**src/rtl/stopwatch_cmd_arbiter.sv**
```systemverilog
// Two-requester command arbiter for a stopwatch. It grants one command at a time,
// issues the matching pulse, waits for the status to follow, and reports a result code.
module stopwatch_cmd_arbiter #(
  parameter int unsigned TIMEOUT_CYC = 15
) (
  input  logic       clk,
  input  logic       rst_n,
  input  logic       a_valid_i,
  input  logic [1:0] a_cmd_i,
  output logic       a_ready_o,
  input  logic       b_valid_i,
  input  logic [1:0] b_cmd_i,
  output logic       b_ready_o,
  input  logic [1:0] sw_status_i,
  output logic       sw_start_o,
  output logic       sw_stop_o,
  output logic       sw_reset_o,
  output logic       rsp_valid_o,
  output logic       rsp_src_o,
  output logic [1:0] rsp_code_o,
  output logic       busy_o,
  output logic [1:0] dbg_state_o
);

  // Handshake: a command transfers in a cycle where valid and ready are both high.
  // Ready is raised only in ARB, for at most one requester, and never during reset.

  typedef enum logic [1:0] {ST_ARB, ST_ISSUE, ST_WAIT, ST_RESP} state_e;

  localparam logic [1:0] CMD_ILL   = 2'b00;
  localparam logic [1:0] CMD_START = 2'b01;
  localparam logic [1:0] CMD_STOP  = 2'b10;
  localparam logic [1:0] CMD_RESET = 2'b11;

  localparam logic [1:0] RC_OK      = 2'b00;
  localparam logic [1:0] RC_NOP     = 2'b01;
  localparam logic [1:0] RC_TIMEOUT = 2'b10;
  localparam logic [1:0] RC_ILLEGAL = 2'b11;

  localparam logic [7:0] TMAX = 8'(TIMEOUT_CYC - 1);

  state_e     state_q, state_d;
  logic       rr_q, rr_d;
  logic [7:0] timer_q, timer_d;
  logic       src_q, src_d;
  logic [1:0] cmd_q, cmd_d;
  logic [1:0] code_q, code_d;

  logic       grant_a, grant_b;
  logic [1:0] acc_cmd;
  logic [1:0] acc_target;

  function automatic logic [1:0] target_of(input logic [1:0] c);
    logic [1:0] t;
    t = 2'b00;
    case (c)
      CMD_START: t = 2'b01;
      CMD_STOP:  t = 2'b10;
      default:   t = 2'b00;
    endcase
    return t;
  endfunction

  // A lone reset command beats a non-reset one; ties fall to the round-robin pointer.
  always_comb begin
    grant_a = 1'b0;
    grant_b = 1'b0;
    if (state_q == ST_ARB && rst_n) begin
      if (a_valid_i && b_valid_i) begin
        if (a_cmd_i == CMD_RESET && b_cmd_i != CMD_RESET)      grant_a = 1'b1;
        else if (b_cmd_i == CMD_RESET && a_cmd_i != CMD_RESET) grant_b = 1'b1;
        else if (rr_q)                                         grant_b = 1'b1;
        else                                                   grant_a = 1'b1;
      end else if (a_valid_i) begin
        grant_a = 1'b1;
      end else if (b_valid_i) begin
        grant_b = 1'b1;
      end
    end
  end

  assign a_ready_o  = grant_a;
  assign b_ready_o  = grant_b;
  assign acc_cmd    = grant_b ? b_cmd_i : a_cmd_i;
  assign acc_target = target_of(acc_cmd);

  always_comb begin
    state_d    = state_q;
    rr_d       = rr_q;
    timer_d    = timer_q;
    src_d      = src_q;
    cmd_d      = cmd_q;
    code_d     = code_q;
    sw_start_o = 1'b0;
    sw_stop_o  = 1'b0;
    sw_reset_o = 1'b0;
    case (state_q)
      ST_ARB: begin
        if (grant_a || grant_b) begin
          src_d = grant_b;
          cmd_d = acc_cmd;
          rr_d  = ~grant_b;
          if (acc_cmd == CMD_ILL || (acc_cmd == CMD_STOP && sw_status_i == 2'b00)) begin
            code_d  = RC_ILLEGAL;
            state_d = ST_RESP;
          end else if (sw_status_i == acc_target) begin
            code_d  = RC_NOP;
            state_d = ST_RESP;
          end else begin
            state_d = ST_ISSUE;
          end
        end
      end
      ST_ISSUE: begin
        sw_start_o = (cmd_q == CMD_START);
        sw_stop_o  = (cmd_q == CMD_STOP);
        sw_reset_o = (cmd_q == CMD_RESET);
        timer_d    = 8'd0;
        state_d    = ST_WAIT;
      end
      ST_WAIT: begin
        if (sw_status_i == target_of(cmd_q)) begin
          code_d  = RC_OK;
          state_d = ST_RESP;
        end else begin
          timer_d = timer_q + 8'd1;
          if (timer_q == TMAX) begin
            code_d  = RC_TIMEOUT;
            state_d = ST_RESP;
          end
        end
      end
      ST_RESP: begin
        state_d = ST_ARB;
      end
      default: state_d = ST_ARB;
    endcase
  end

  always_ff @(posedge clk or negedge rst_n) begin
    if (!rst_n) begin
      state_q <= ST_ARB;
      rr_q    <= 1'b0;
      timer_q <= 8'd0;
      src_q   <= 1'b0;
      cmd_q   <= 2'b00;
      code_q  <= 2'b00;
    end else begin
      state_q <= state_d;
      rr_q    <= rr_d;
      timer_q <= timer_d;
      src_q   <= src_d;
      cmd_q   <= cmd_d;
      code_q  <= code_d;
    end
  end

  assign rsp_valid_o = (state_q == ST_RESP);
  assign rsp_src_o   = rsp_valid_o & src_q;
  assign rsp_code_o  = rsp_valid_o ? code_q : 2'b00;
  assign busy_o      = (state_q != ST_ARB);
  assign dbg_state_o = state_q;

endmodule

```
**config.mk**
```make
export PLATFORM = sky130hd
export DESIGN_NAME = stopwatch_cmd_arbiter
export DESIGN_NICKNAME = d
export VERILOG_FILES = /design/src/rtl/stopwatch_cmd_arbiter.sv
export SDC_FILE = /design/constraint.sdc
export NUM_CORES = 1
export LEC_CHECK = 0
export BUFFER_PORTS_ARGS = -buffer_cell sky130_fd_sc_hd__buf_4
export CORE_MARGIN = 2
export CORE_UTILIZATION = 25
export DETAILED_ROUTE_END_ITERATION = 10
export GPL_ROUTABILITY_DRIVEN = 0
export PLACE_DENSITY = 0.47
export SETUP_SLACK_MARGIN = 0.3
export SLEW_MARGIN = 5
export SYNTH_ARGS = -nofsm -noshare
export SYNTH_HDL_FRONTEND = slang
export SYNTH_SLANG_ARGS = --single-unit
```
**constraint.sdc**
```tcl
create_clock -name clk -period 2.1 [get_ports clk]
set_input_delay 0.42 -clock clk [delete_from_list [all_inputs] [get_ports clk]]
set_output_delay 0.42 -clock clk [all_outputs]
set_load 0.1 [all_outputs]
```
* Word level (Yosys, flattened, before mapping) *
Index checks and enable logic that the tools add are counted.

storage, ports and cells
  input port bits = 10
  output and inout bits = 12
  flip-flop bits (word level) = 16

operators by class
  reductions and logical operators = 17
  bitwise logic cells = 2
  add/sub/neg operators = 1
  mux-type cells = 35
  eq/ne operators = 19

operator list
  kind                                                    number
  2-to-1 mux 2 bit                                        13
  2-to-1 mux 1 bit                                        16
  one-hot mux 8 bit (2 select lines)                      1
  equality test 2 bit (second input constant)             7
  one-hot mux 2 bit (2 select lines)                      3
  adder 8 x 1 -> 8 bit (second input constant)            1
  equality test 8 x 4 -> 1 bit (second input constant)    1
  2-to-1 mux 8 bit                                        1
  one-hot mux 2 bit (4 select lines)                      1
  equality test 2 x 1 -> 1 bit (second input constant)    3
  zero test 2 bit                                         3
  inequality test 2 bit (second input constant)           3
  AND reduction 2 bit                                     3
  nonzero test 2 bit                                      3
  logical AND 1 bit                                       5
  equality test 2 bit                                     2
  AND reduction 4 bit                                     1
  inequality test 3 x 1 -> 1 bit (second input constant)  1
  inequality test 3 bit (second input constant)           1
  logical OR 1 bit                                        2
  inequality test 2 x 1 -> 1 bit (second input constant)  1
  AND 1 bit                                               1
  inverter 1 bit                                          1

* Longest topological paths before layout *
Gate-level depths: netlist (run 1).

  depth after elaboration = 14
  mapped depth = 9
  mapped depth without buffers = 7

* Least setup slack after synthesis (run 1) *
Ideal clock, no wire load.

  path type = register to output
  start = reg state_q[0] (netlist: dbg_state_o[0])
  end = out a_ready_o
  data required time = 1.680 ns
  path slack = -1.291 ns
  buffers on the path = 1
  arrival = 2.971 ns
  stages on the path, launching flop included = 6
  cell sequence = dfrtp_1 -> inv_1 -> ha_1 -> clkbuf_1 -> nand3_1 -> a21oi_1

on the way
  longest elaborated chain between the ends = 3

RTL lines
  item                    line  RTL
  start, declared         42    state_e state_q, state_d;
  start signal, assigned  149   state_q <= state_d;
  zero test 2 bit         68    if (state_q == ST_ARB && rst_n) begin
  logical AND 1 bit       68
  2-to-1 mux 1 bit        68
  end, declared           10    output logic a_ready_o,

No other way between the ends.

* Worst setup path in the final report (run 1) *
  start = reg state_q[0] (netlist: dbg_state_o[0])
  end = out b_ready_o

on the way
  longest elaborated chain between the ends = 3

RTL lines
  item               line  RTL
  zero test 2 bit    68
  logical AND 1 bit  68
  2-to-1 mux 1 bit   68
  end, declared      13    output logic b_ready_o,

No other way between the ends.

==> metrics.yaml, run 1 <==
routing:
  drt-total-wl_um: 3030
  drt-initial-drc-count: 42
  wl_per_cell_um: 13.9
  antenna_left: 0
  drtPass1Iterations: 4
  drc: 0
  via_count: 1062
  viasPerCell: 4.89
clock_tree:
  clk_pin_slew_ps: 70
  insertion_delay_ps: 250
  cts_tree: "built"
  clock_path_buffers: 2
  cts-root-buf: "clkbuf_8"
  htreeDepth: 1
  numClockSinks: 16
  cts-buffers-inserted: 3
yosys:
  synth_largest_area_cell: "dfrtp_1"
  synth_xor_area_share_pct: 2.36
  muxShareOfSynthArea_pct: 8.54
  ys_seq_area_share_pct: 36.0
  synthTopCellsByArea: "dfrtp_1 (36%), ha_1 (7.9%), mux2i_1 (4.5%)"
  syn-num-nets: 139
  synth_ff_type: "dfrtp_1"
  syn_area_um2: 1110
  synth.top_cell.area_share_pct: 36.0
  ys_ff_latch: 16
  synthArstFlopShare_pct: 100
  synth-edff-count: 0
  ys.warnings.count: 0
  synth-simple-area-share_pct: 19.6
  synth_top_family_by_area: "compound AO/OA/AOI/OAI gates"
  synth_compound_area_share_pct: 20.6
  syn_area_per_cell_um2: 9.13
  yosys.area_share.adder_pct: 7.87
  syn_inst: 122
  synth.distinct_cells: 40
floorplan:
  dieArea_um2: 5000
  rows: 24
  pin_count: 22
  die_w_um: 70.7
  die_h_um: 70.7
  core-area_um2: 4320
  start_util_pct: 25.8
setup_path:
  cpPeakStageDelay_ps: 500
  arrival_ps: 1520
  criticalPathCategory: "flip-flop to output port"
  crit_path_end_kind: "output port"
  crit_chain: "inv_4, ha_4, nand3_2, a31o_4, clkinvlp_4, buf_12"
  critPathSlowestCell: "dfrtp_4"
  crit_required_ps: 1680
  rr_startpoint: "dbg_state_o[0]"
  cp-startpoint: "dbg_state_o[0]"
  start_kind: "flip-flop"
  critPathMaxFanout: 3
sta:
  max_freq_mhz: 515
  worst_pin_slew_ps: 509
  hold_slack_ps: 167
  post-route-period-util_pct: 92.5
  setup_viol: 0
  maxSlewHeadroom_pct: 65.9
  period_needed_ps: 1940
  finClkSkew_ps: 1.11
  hold_violations: 0
  maxSlewViolCount: 0
  rsz0062_at_grt: "yes"
pwr:
  p_int_mw: 1.42
  power_density_nw_per_um2: 1550
  power_frac_seq_pct: 20.2
  ir_drop_mv: 0.571
  switching_share_pct: 49.0
  p_comb_share_pct: 69.9
  total_power_mw: 2.79
  leakage_nw: 0.815
  p_sw_mw: 1.37
  clkPwrFrac_pct: 9.9
global_routing:
  grt_use_total_pct: 12.6
  grt_max_degree: 12
  antenna_found_initial: 0
  first_global_vias: 1123
  grt_pass1_wl_um: 5200
  overflow: 0
worst_hold_path:
  hold_class: "input port to asynchronous set/reset pin"
status:
  status: "completed"
final_layout:
  finish.utilization_pct: 41.6
  drive_above_1_share_pct: 44.2
  fillCellCount: 444
  area_delta_synth_final_pct: 61.5
  diodes: 0
  fin_nets: 183
  layout.cells.non_filler: 217
placed_design:
  hpwl_um: 2180
  dp_cells: 197
  io_buffers: 21
flow_run:
  cap_violations: 0
[area by class of cell]
type	instances	area, µm²	share of cell area, %
Multi-Input combinational cell	94	773	43.0
Timing Repair Buffer	43	454	25.3
Sequential cell	16	408	22.7
Tap cell	52	65.1	3.62
Clock buffer	4	55.1	3.06
Inverter	8	42.5	2.37
[kinds of logic (layout without fill, tap and decap cells)]
kind of cell | Yosys count | after routing
fa+ha+maj | 7 | 7
compound gates | 34 | 34
flops | 16 | 16
simple gates | 42 | 42
xor+xnor | 3 | 3
mux | 8 | 8
buf+inv | 12 | 55
[registers in the layout, summed over array words and instances, names as in the netlist]
signal / cells
dbg_state_o: 2
timer_q: 8
rr_q: 1
code_q: 2
src_q: 1
cmd_q: 2
[cells in the final DEF, fill, tap and decap left out, types with 2 or more instances in the layout]
cell type / count
nor2_1: 5
ha_1: 4
a32oi_1: 2
o21ai_0: 2
and2_4: 3
buf_4: 28
nand3b_1: 2
and3_1: 2
a31oi_1: 2
a21oi_1: 6
a211o_1: 2
dfrtp_1: 14
a21oi_4: 2
nand3_1: 2
nand2_1: 10
ha_4: 3
inv_1: 4
o21bai_1: 2
buf_6: 3
a22oi_1: 2
nor2b_1: 2
clkinvlp_4: 2
dfrtp_4: 2
nand3_2: 2
clkbuf_8: 4
mux2i_1: 5
buf_12: 7
o21ai_1: 4
xor2_1: 3
nand4_1: 4
inv_4: 2
buf_8: 4
nor2_4: 2
[stage by stage]
stage	setup WS, ps	setup TNS [ps]	instance area, µm²
after floorplan	-63.4	-169	1210
after global placement	132	0	1440
after detailed placement	96.4	0	1440
after CTS	164	0	1720
after global routing	105	0	1800
final	156	0	1800
[final timing paths]
path,endpoint,slack [ps],depth (start not counted)
setup / recovery,b_ready_o,160,6
hold / removal,timer_q[6],170,2
setup reg to reg,code_q[1],220,9
hold reg to reg,timer_q[7],500,1
max in group asynchronous,dbg_state_o[1],1240,2
min in group clk,timer_q[7],500,1
[power groups by stage]
stage	sequential (mW)	combinational, mW	clock, mW
after CTS	0.562	1.83	0.287
after global routing	0.583	2.09	0.297
after floorplan	0.708	1.06	0
after detailed placement	0.600	1.50	0
final	0.564	1.95	0.275
after global placement	0.593	1.49	0
[critical path, delay by kind of cell (launching register included)]
kind | cells | cell delay [ps]
AOI/OAI and AO/OA | 1 | 240
buffers and inverters | 3 | 330
adders and majority gates | 1 | 140
and+or+nand+nor | 1 | 70
DFF | 1 | 500
[what timing repair did]
| item | 4_1_cts | 5_1_grt |
|---|---|---|
| gates resized for setup | 26 | 19 |
| setup buffers | 13 | 1 |
| hold endpoints to repair | 5 | 0 |
| gates cloned | 1 | 0 |
| hold buffers | 1 | 0 |
| pin swaps | 7 | 2 |
| setup endpoints to repair | 11 | 23 |
[layer usage]
| layer | vias to the layer above | global-route usage (%) | wire [µm] |
|---|---|---|---|
| li1 | 528 | - | - |
| met5 | - | 0 | 0 |
| met4 | 0 | 2.52 | 12 |
| met3 | 2 | 2.42 | 120 |
| met1 | 511 | 16.2 | 1380 |
| met2 | 21 | 22.1 | 1510 |
[cells in the mapped netlist, drive strengths merged (3+ instances only)]
cell type and count:
dfrtp 16, nand2 10, a21oi 9, inv 8, nor2 8, ha 7, mux2i 6, o21ai 6
and3 4, nand3 4, nand4 4, and2 3, buf 3, xor2 3
(Power assumes the default switching activity.)
==> run 2: changes to the inputs <==
--- a/config.mk
+++ b/config.mk
@@ -7,4 +7,5 @@
 export LEC_CHECK = 0
 export BUFFER_PORTS_ARGS = -buffer_cell sky130_fd_sc_hd__buf_4
+export CORE_ASPECT_RATIO = 0.7
 export CORE_MARGIN = 2
 export CORE_UTILIZATION = 25
==> constraint.sdc (replaced) <==
create_clock -name clk -period 2.1 [get_ports clk]
set_input_delay 0.21 -clock clk [delete_from_list [all_inputs] [get_ports clk]]
set_output_delay 0.21 -clock clk [all_outputs]
set_load 0.1 [all_outputs]
==> metrics.yaml, run 2 (synthesis gave the netlist of run 1 again) <==
floorplan:
  start_util_pct: 25.9  # was 25.8%
  pin_count: 22  # unchanged
  rows: 20  # was 24
  die_h_um: 59.8  # was 70.7 µm
  core-area_um2: 4300  # was 4320 µm²
  die_w_um: 83.8  # was 70.7 µm
  dieArea_um2: 5010  # was 5000 µm²
sta:
  hold_violations: 0  # unchanged
  rsz0062_at_grt: "yes"  # unchanged
  setup_viol: 0  # unchanged
  maxSlewViolCount: 0  # unchanged
  setup_ws_ps: 262  # was 156 ps
  max_freq_mhz: 544  # was 515 MHz
  worst_pin_slew_ps: 503  # was 509 ps
  finClkSkew_ps: 6.78  # was 1.11 ps
  maxSlewHeadroom_pct: 66.3  # was 65.9%
  period_needed_ps: 1840  # was 1940 ps
  post-route-period-util_pct: 87.5  # was 92.5%
pwr:
  leakage_nw: 0.778  # was 0.815 nW
  ir_drop_mv: 1.30  # was 0.571 mV
  power_density_nw_per_um2: 1540  # was 1550 nW/µm²
setup_path:
  crit_path_end_kind: "output port"  # unchanged
  crit_required_ps: 1890  # was 1680 ps
  cp.depth: 7  # was 6
  arrival_ps: 1630  # was 1520 ps
  cpPeakStageDelay_ps: 500  # about the same
  reg2regPathDepth: 7  # was 9
  cp-startpoint: "dbg_state_o[1]"  # was dbg_state_o[0]
  cp_num_buf_inv: 4  # was 3
  critPathMaxFanout: 3  # unchanged
  critPathSlowestCell: "dfrtp_4"  # unchanged
  criticalPathCategory: "flip-flop to output port"  # unchanged
  start_kind: "flip-flop"  # unchanged
  endpoint: "b_ready_o"  # unchanged
  crit_chain: "inv_4, ha_4, nand3_2, a31o_4, buf_6, clkinvlp_4, buf_12"  # was inv_4, ha_4, nand3_2, a31o_4, clkinvlp_4, buf_12
  crit_family: "flip-flops"  # unchanged
  reg2reg_setup_slack_ps: 280  # was 220 ps
  rr_startpoint: "timer_q[0]"  # was dbg_state_o[0]
  r2r-end: "code_q[0]"  # was code_q[1]
final_layout:
  fillCellCount: 454  # was 444
  drive_above_1_share_pct: 43.9  # was 44.2%
  multiInputGateArea_um2: 756  # was 773 µm²
  largest_reg_flops: 8  # unchanged
  ff_latch_area_um2: 408  # unchanged
  mostFrequentLayoutCell: "buf_4"  # unchanged
  fin_nets: 182  # was 183
  layout_common_cells: "buf_4 (31), dfrtp_1 (14), nand2_1 (10)"  # was buf_4 (28), dfrtp_1 (14), nand2_1 (10)
  diodes: 0  # unchanged
  finish.utilization_pct: 39.6  # was 41.6%
  top_register: "timer_q"  # unchanged
  area_delta_synth_final_pct: 53.0  # was 61.5%
clock_tree:
  insertion_delay_ps: 250  # about the same
  cts-buffers-inserted: 3  # unchanged
  htreeDepth: 1  # unchanged
  cts-root-buf: "clkbuf_8"  # unchanged
  clk_pin_slew_ps: 80  # was 70 ps
  cts_tree: "built"  # unchanged
  clock_path_buffers: 2  # unchanged
  numClockSinks: 16  # unchanged
placed_design:
  post-place-ws_ps: 176  # was 96.4 ps
  io_buffers: 21  # unchanged
  hpwl_um: 2090  # was 2180 µm
routing:
  drt-initial-drc-count: 15  # was 42
  wl_per_cell_um: 13.7  # was 13.9 µm
  drt-total-wl_um: 3000  # was 3030 µm
  viasPerCell: 4.90  # was 4.89
  drc: 0  # unchanged
  drtPass1Iterations: 4  # unchanged
  antenna_left: 0  # unchanged
  via_count: 1074  # was 1062
status:
  status: "completed"  # unchanged
global_routing:
  first_global_vias: 1031  # was 1123
  overflow: 0  # unchanged
  grt_pass1_wl_um: 5010  # was 5200 µm
  grt_use_total_pct: 12.7  # was 12.6%
  grt_max_degree: 12  # unchanged
  antenna_found_initial: 0  # unchanged
flow_run:
  cap_violations: 0  # unchanged
worst_hold_path:
  hold_class: "input port to flip-flop"  # was input port to asynchronous set/reset pin
## run 2: cell count changes in the layout (fill, tap and decap cells not counted), moves of 2 or more
cell     previous run  this run
and2_2              0         3
buf_12              7         2
o21ai_1             4         1
buf_8               4         0
buf_6               3         7
buf_4              28        31
ha_2                0         2
o21ai_0             2         5
and2_4              3         0
## run 2: worst min-delay path by stage
stage / startpoint / endpoint / slack [ps] / cells past startpoint
after global routing: a_cmd_i[0] / cmd_q[0] / 320 / 3
after global placement: rst_n / timer_q[2] / 50 / 1
after floorplan: rst_n / cmd_q[0] / -90 / 0
after detailed placement: rst_n / timer_q[2] / 50 / 1
final: a_cmd_i[0] / cmd_q[0] / 300 / 3
after CTS: b_valid_i / rr_q / 310 / 4
## run 2: timing repair
item	in CTS	in global routing
setup endpoints to repair	6	14
hold buffers	2	0
gates resized for setup	18	12
pin swaps	4	7
hold endpoints to repair	8	0
buffers inserted	11	3
## run 2: layout make-up
| cell class | instances | area share (%) |
|---|---|---|
| tap | 55 | 4.04 |
| inverter | 8 | 2.64 |
| sequential | 16 | 23.9 |
| multi-input combinational | 94 | 44.3 |
| clock buffer | 4 | 3.23 |
| timing repair buffer | 42 | 21.8 |
## run 2: worst register-to-register path: cells and delay by family, from the launching register on
kind / cells / cell delay, ps
flops: 1 / 380
compound gates: 3 / 600
fa+ha+maj: 1 / 140
simple gates: 2 / 540
buf+inv: 1 / 60
## run 2: layer usage
layer	vias to the layer above	part of all wire, %	global-route usage (%)
li1	529	-	-
met1	523	50	17.6
met2	18	44	19.7
met3	4	4.6	3.45
met4	0	1.0	3.23
met5	-	0	0
## run 2: through the flow
step           total power, mW  hold slack [ps]  area [µm²]  std cells  TNS [ps]
6_report                  2.62              304        1700        219         0
2_1_floorplan             1.70            -85.6        1180        122      -177
5_1_grt                   2.80              323        1700        219         0
3_5_place_dp              2.00             50.4        1400        199         0
3_3_place_gp              2.00             47.0        1400        199         0
4_1_cts                   2.52              309        1640        216         0
## run 2: power breakdown
group / switching [mW] / internal [mW] / total [mW]
logic: 1.08 / 0.688 / 1.77
registers: 0.129 / 0.435 / 0.564
clock network: 0.117 / 0.166 / 0.284
total: 1.33 / 1.29 / 2.62
==> run 3: changes to the inputs <==
GPL_TIMING_DRIVEN = 0   (was unset)
SETUP_SLACK_MARGIN = unset   (was 0.3)
==> metrics.yaml, run 3 (synthesis gave the netlist of run 1 again) <==
clock_tree:
  cts-buffers-inserted: 3  # unchanged
  clock_path_buffers: 2  # unchanged
  numClockSinks: 16  # unchanged
  cts-root-buf: "clkbuf_8"  # unchanged
  clk_pin_slew_ps: 70  # was 80 ps
  insertion_delay_ps: 250  # about the same
  cts_tree: "built"  # unchanged
  htreeDepth: 1  # unchanged
sta:
  setup_viol: 0  # unchanged
  post-route-period-util_pct: 96.0  # was 87.5%
  maxSlewViolCount: 0  # unchanged
  max_freq_mhz: 496  # was 544 MHz
  maxSlewHeadroom_pct: 65.4  # was 66.3%
  hold_slack_ps: 284  # was 304 ps
  period_needed_ps: 2020  # was 1840 ps
  worst_pin_slew_ps: 516  # was 503 ps
  finClkSkew_ps: 3.90  # was 6.78 ps
  rsz0062_at_grt: "no"  # was yes
  hold_violations: 0  # unchanged
global_routing:
  grt_max_degree: 21  # was 12
  grt_pass1_wl_um: 4660  # was 5010 µm
  overflow: 0  # unchanged
  first_global_vias: 936  # was 1031
  antenna_found_initial: 0  # unchanged
  grt_use_total_pct: 11.5  # was 12.7%
final_layout:
  fin_nets: 168  # was 182
  diodes: 0  # unchanged
  ff_latch_area_um2: 408  # unchanged
  area_delta_synth_final_pct: 35.5  # was 53.0%
  layout.cells.non_filler: 205  # was 219
  multiInputGateArea_um2: 703  # was 756 µm²
  top_register: "timer_q"  # unchanged
  largest_reg_flops: 8  # unchanged
  layout_common_cells: "buf_4 (23), dfrtp_1 (14), nand2_1 (10)"  # was buf_4 (31), dfrtp_1 (14), nand2_1 (10)
  fillCellCount: 460  # was 454
  drive_above_1_share_pct: 34.7  # was 43.9%
  mostFrequentLayoutCell: "buf_4"  # unchanged
routing:
  drt-total-wl_um: 2610  # was 3000 µm
  antenna_left: 0  # unchanged
  drtPass1Iterations: 5  # was 4
  drc: 0  # unchanged
  highest_layer: "met4"  # unchanged
  viasPerCell: 4.86  # was 4.90
  wl_met1_um: 1400  # was 1510 µm
  via_count: 997  # was 1074
  drt-initial-drc-count: 83  # was 15
  wl_per_cell_um: 12.7  # was 13.7 µm
  wl_met2_um: 1080  # was 1320 µm
  routed-wl-met3_um: 115  # was 137 µm
setup_path:
  crit_path_end_kind: "output port"  # unchanged
  arrival_ps: 1810  # was 1630 ps
  criticalPathCategory: "flip-flop to output port"  # unchanged
  reg2reg_setup_slack_ps: 100  # was 280 ps
  critPathMaxFanout: 8  # was 3
  reg2regPathDepth: 9  # was 7
  start_kind: "flip-flop"  # unchanged
  r2r-end: "dbg_state_o[1]"  # was code_q[0]
  crit_required_ps: 1890  # about the same
  rr_startpoint: "dbg_state_o[0]"  # was timer_q[0]
floorplan:
  die_h_um: 59.8  # unchanged
  dieArea_um2: 5010  # unchanged
  core-area_um2: 4300  # unchanged
  start_util_pct: 25.9  # unchanged
  rows: 20  # unchanged
  pin_count: 22  # unchanged
  die_w_um: 83.8  # unchanged
pwr:
  ir_drop_mv: 1.29  # was 1.30 mV
  power_density_nw_per_um2: 1560  # was 1540 nW/µm²
  leakage_nw: 0.694  # was 0.778 nW
placed_design:
  dp_cells: 197  # was 199
  io_buffers: 20  # was 21
  hpwl_um: 1950  # was 2090 µm
flow_run:
  cap_violations: 0  # unchanged
worst_hold_path:
  hold_class: "input port to flip-flop"  # unchanged
  hold_end: "rr_q"  # was cmd_q[0]
  min-delay-start: "b_valid_i"  # was a_cmd_i[0]
  min_path_cells: 4  # was 3
status:
  status: "completed"  # unchanged
[run 3: changes by cell type in the layout (fill, tap and decap cells not counted), moves of 2 or more]
cell and delta:
buf_6 -6, nand3_2 -2, buf_4 -8, inv_2 +2, and3_1 +2, and3_2 -2, nand3_1 +2, ha_4 -2
[run 3: how the worst max path moves through the flow]
stage	startpoint	end	slack, ps
2_1_floorplan	dbg_state_o[0]	dbg_state_o[1]	-100
3_3_place_gp	dbg_state_o[0]	timer_q[0]	-80
3_5_place_dp	dbg_state_o[0]	timer_q[0]	-140
4_1_cts	dbg_state_o[0]	b_ready_o	9
5_1_grt	dbg_state_o[0]	b_ready_o	5
6_report	dbg_state_o[0]	b_ready_o	80
[run 3: routing by layer]
layer  track usage (%)  vias to the layer above
met2              17.1                       22
li1                  -                      502
met1              17.1                      471
met5                 0                        -
met3              2.35                        2
met4              2.76                        0
[run 3: power by group]
| part | leakage [nW] | internal [mW] | switching (mW) | total, mW |
|---|---|---|---|---|
| combinational | 0.462 | 0.514 | 0.992 | 1.51 |
| clock | 0.0288 | 0.166 | 0.111 | 0.277 |
| sequential | 0.204 | 0.435 | 0.130 | 0.565 |
| total | 0.694 | 1.11 | 1.23 | 2.35 |
[run 3: layout make-up]
| class | instances | share of cell area [%] |
|---|---|---|
| well taps | 55 | 4.56 |
| plain buffers | 4 | 2.74 |
| flip-flops and latches | 16 | 27.0 |
| inverters | 8 | 2.49 |
| multi-input cells | 94 | 46.6 |
| repair buffers | 24 | 12.9 |
| clock buffers | 4 | 3.65 |
[run 3: timing repair]
item / 4_1_cts / 5_1_grt
hold endpoints to repair: 16 / 0
buffers inserted: 0 / 3
resized for setup: 3 / 5
pin swaps: 0 / 1
hold buffers: 1 / 0
endpoints found under the setup margin: 8 / 4
[run 3: stage by stage]
| step | util (%) | setup WS, ps | total power [mW] | setup TNS (ps) | cell area [µm²] |
|---|---|---|---|---|---|
| floorplan | - | -99.7 | 1.70 | -171 | 1180 |
| global placement | 32.4 | -76.8 | 1.98 | -237 | 1400 |
| detailed placement | 32.4 | -144 | 1.99 | -688 | 1400 |
| CTS | 34.2 | 9.23 | 2.31 | 0 | 1470 |
| global route | 35.1 | 5.13 | 2.52 | 0 | 1510 |
| finish | 35.1 | 84.2 | 2.35 | 0 | 1510 |
[run 3: critical path: stages, from the launching register on]
cell and delay, ps:
dfrtp_4 500, inv_2 80, ha_2 180, buf_8 120, nand3_1 60, a31o_1 200, buf_6 150, clkinvlp_4 90
buf_12 170
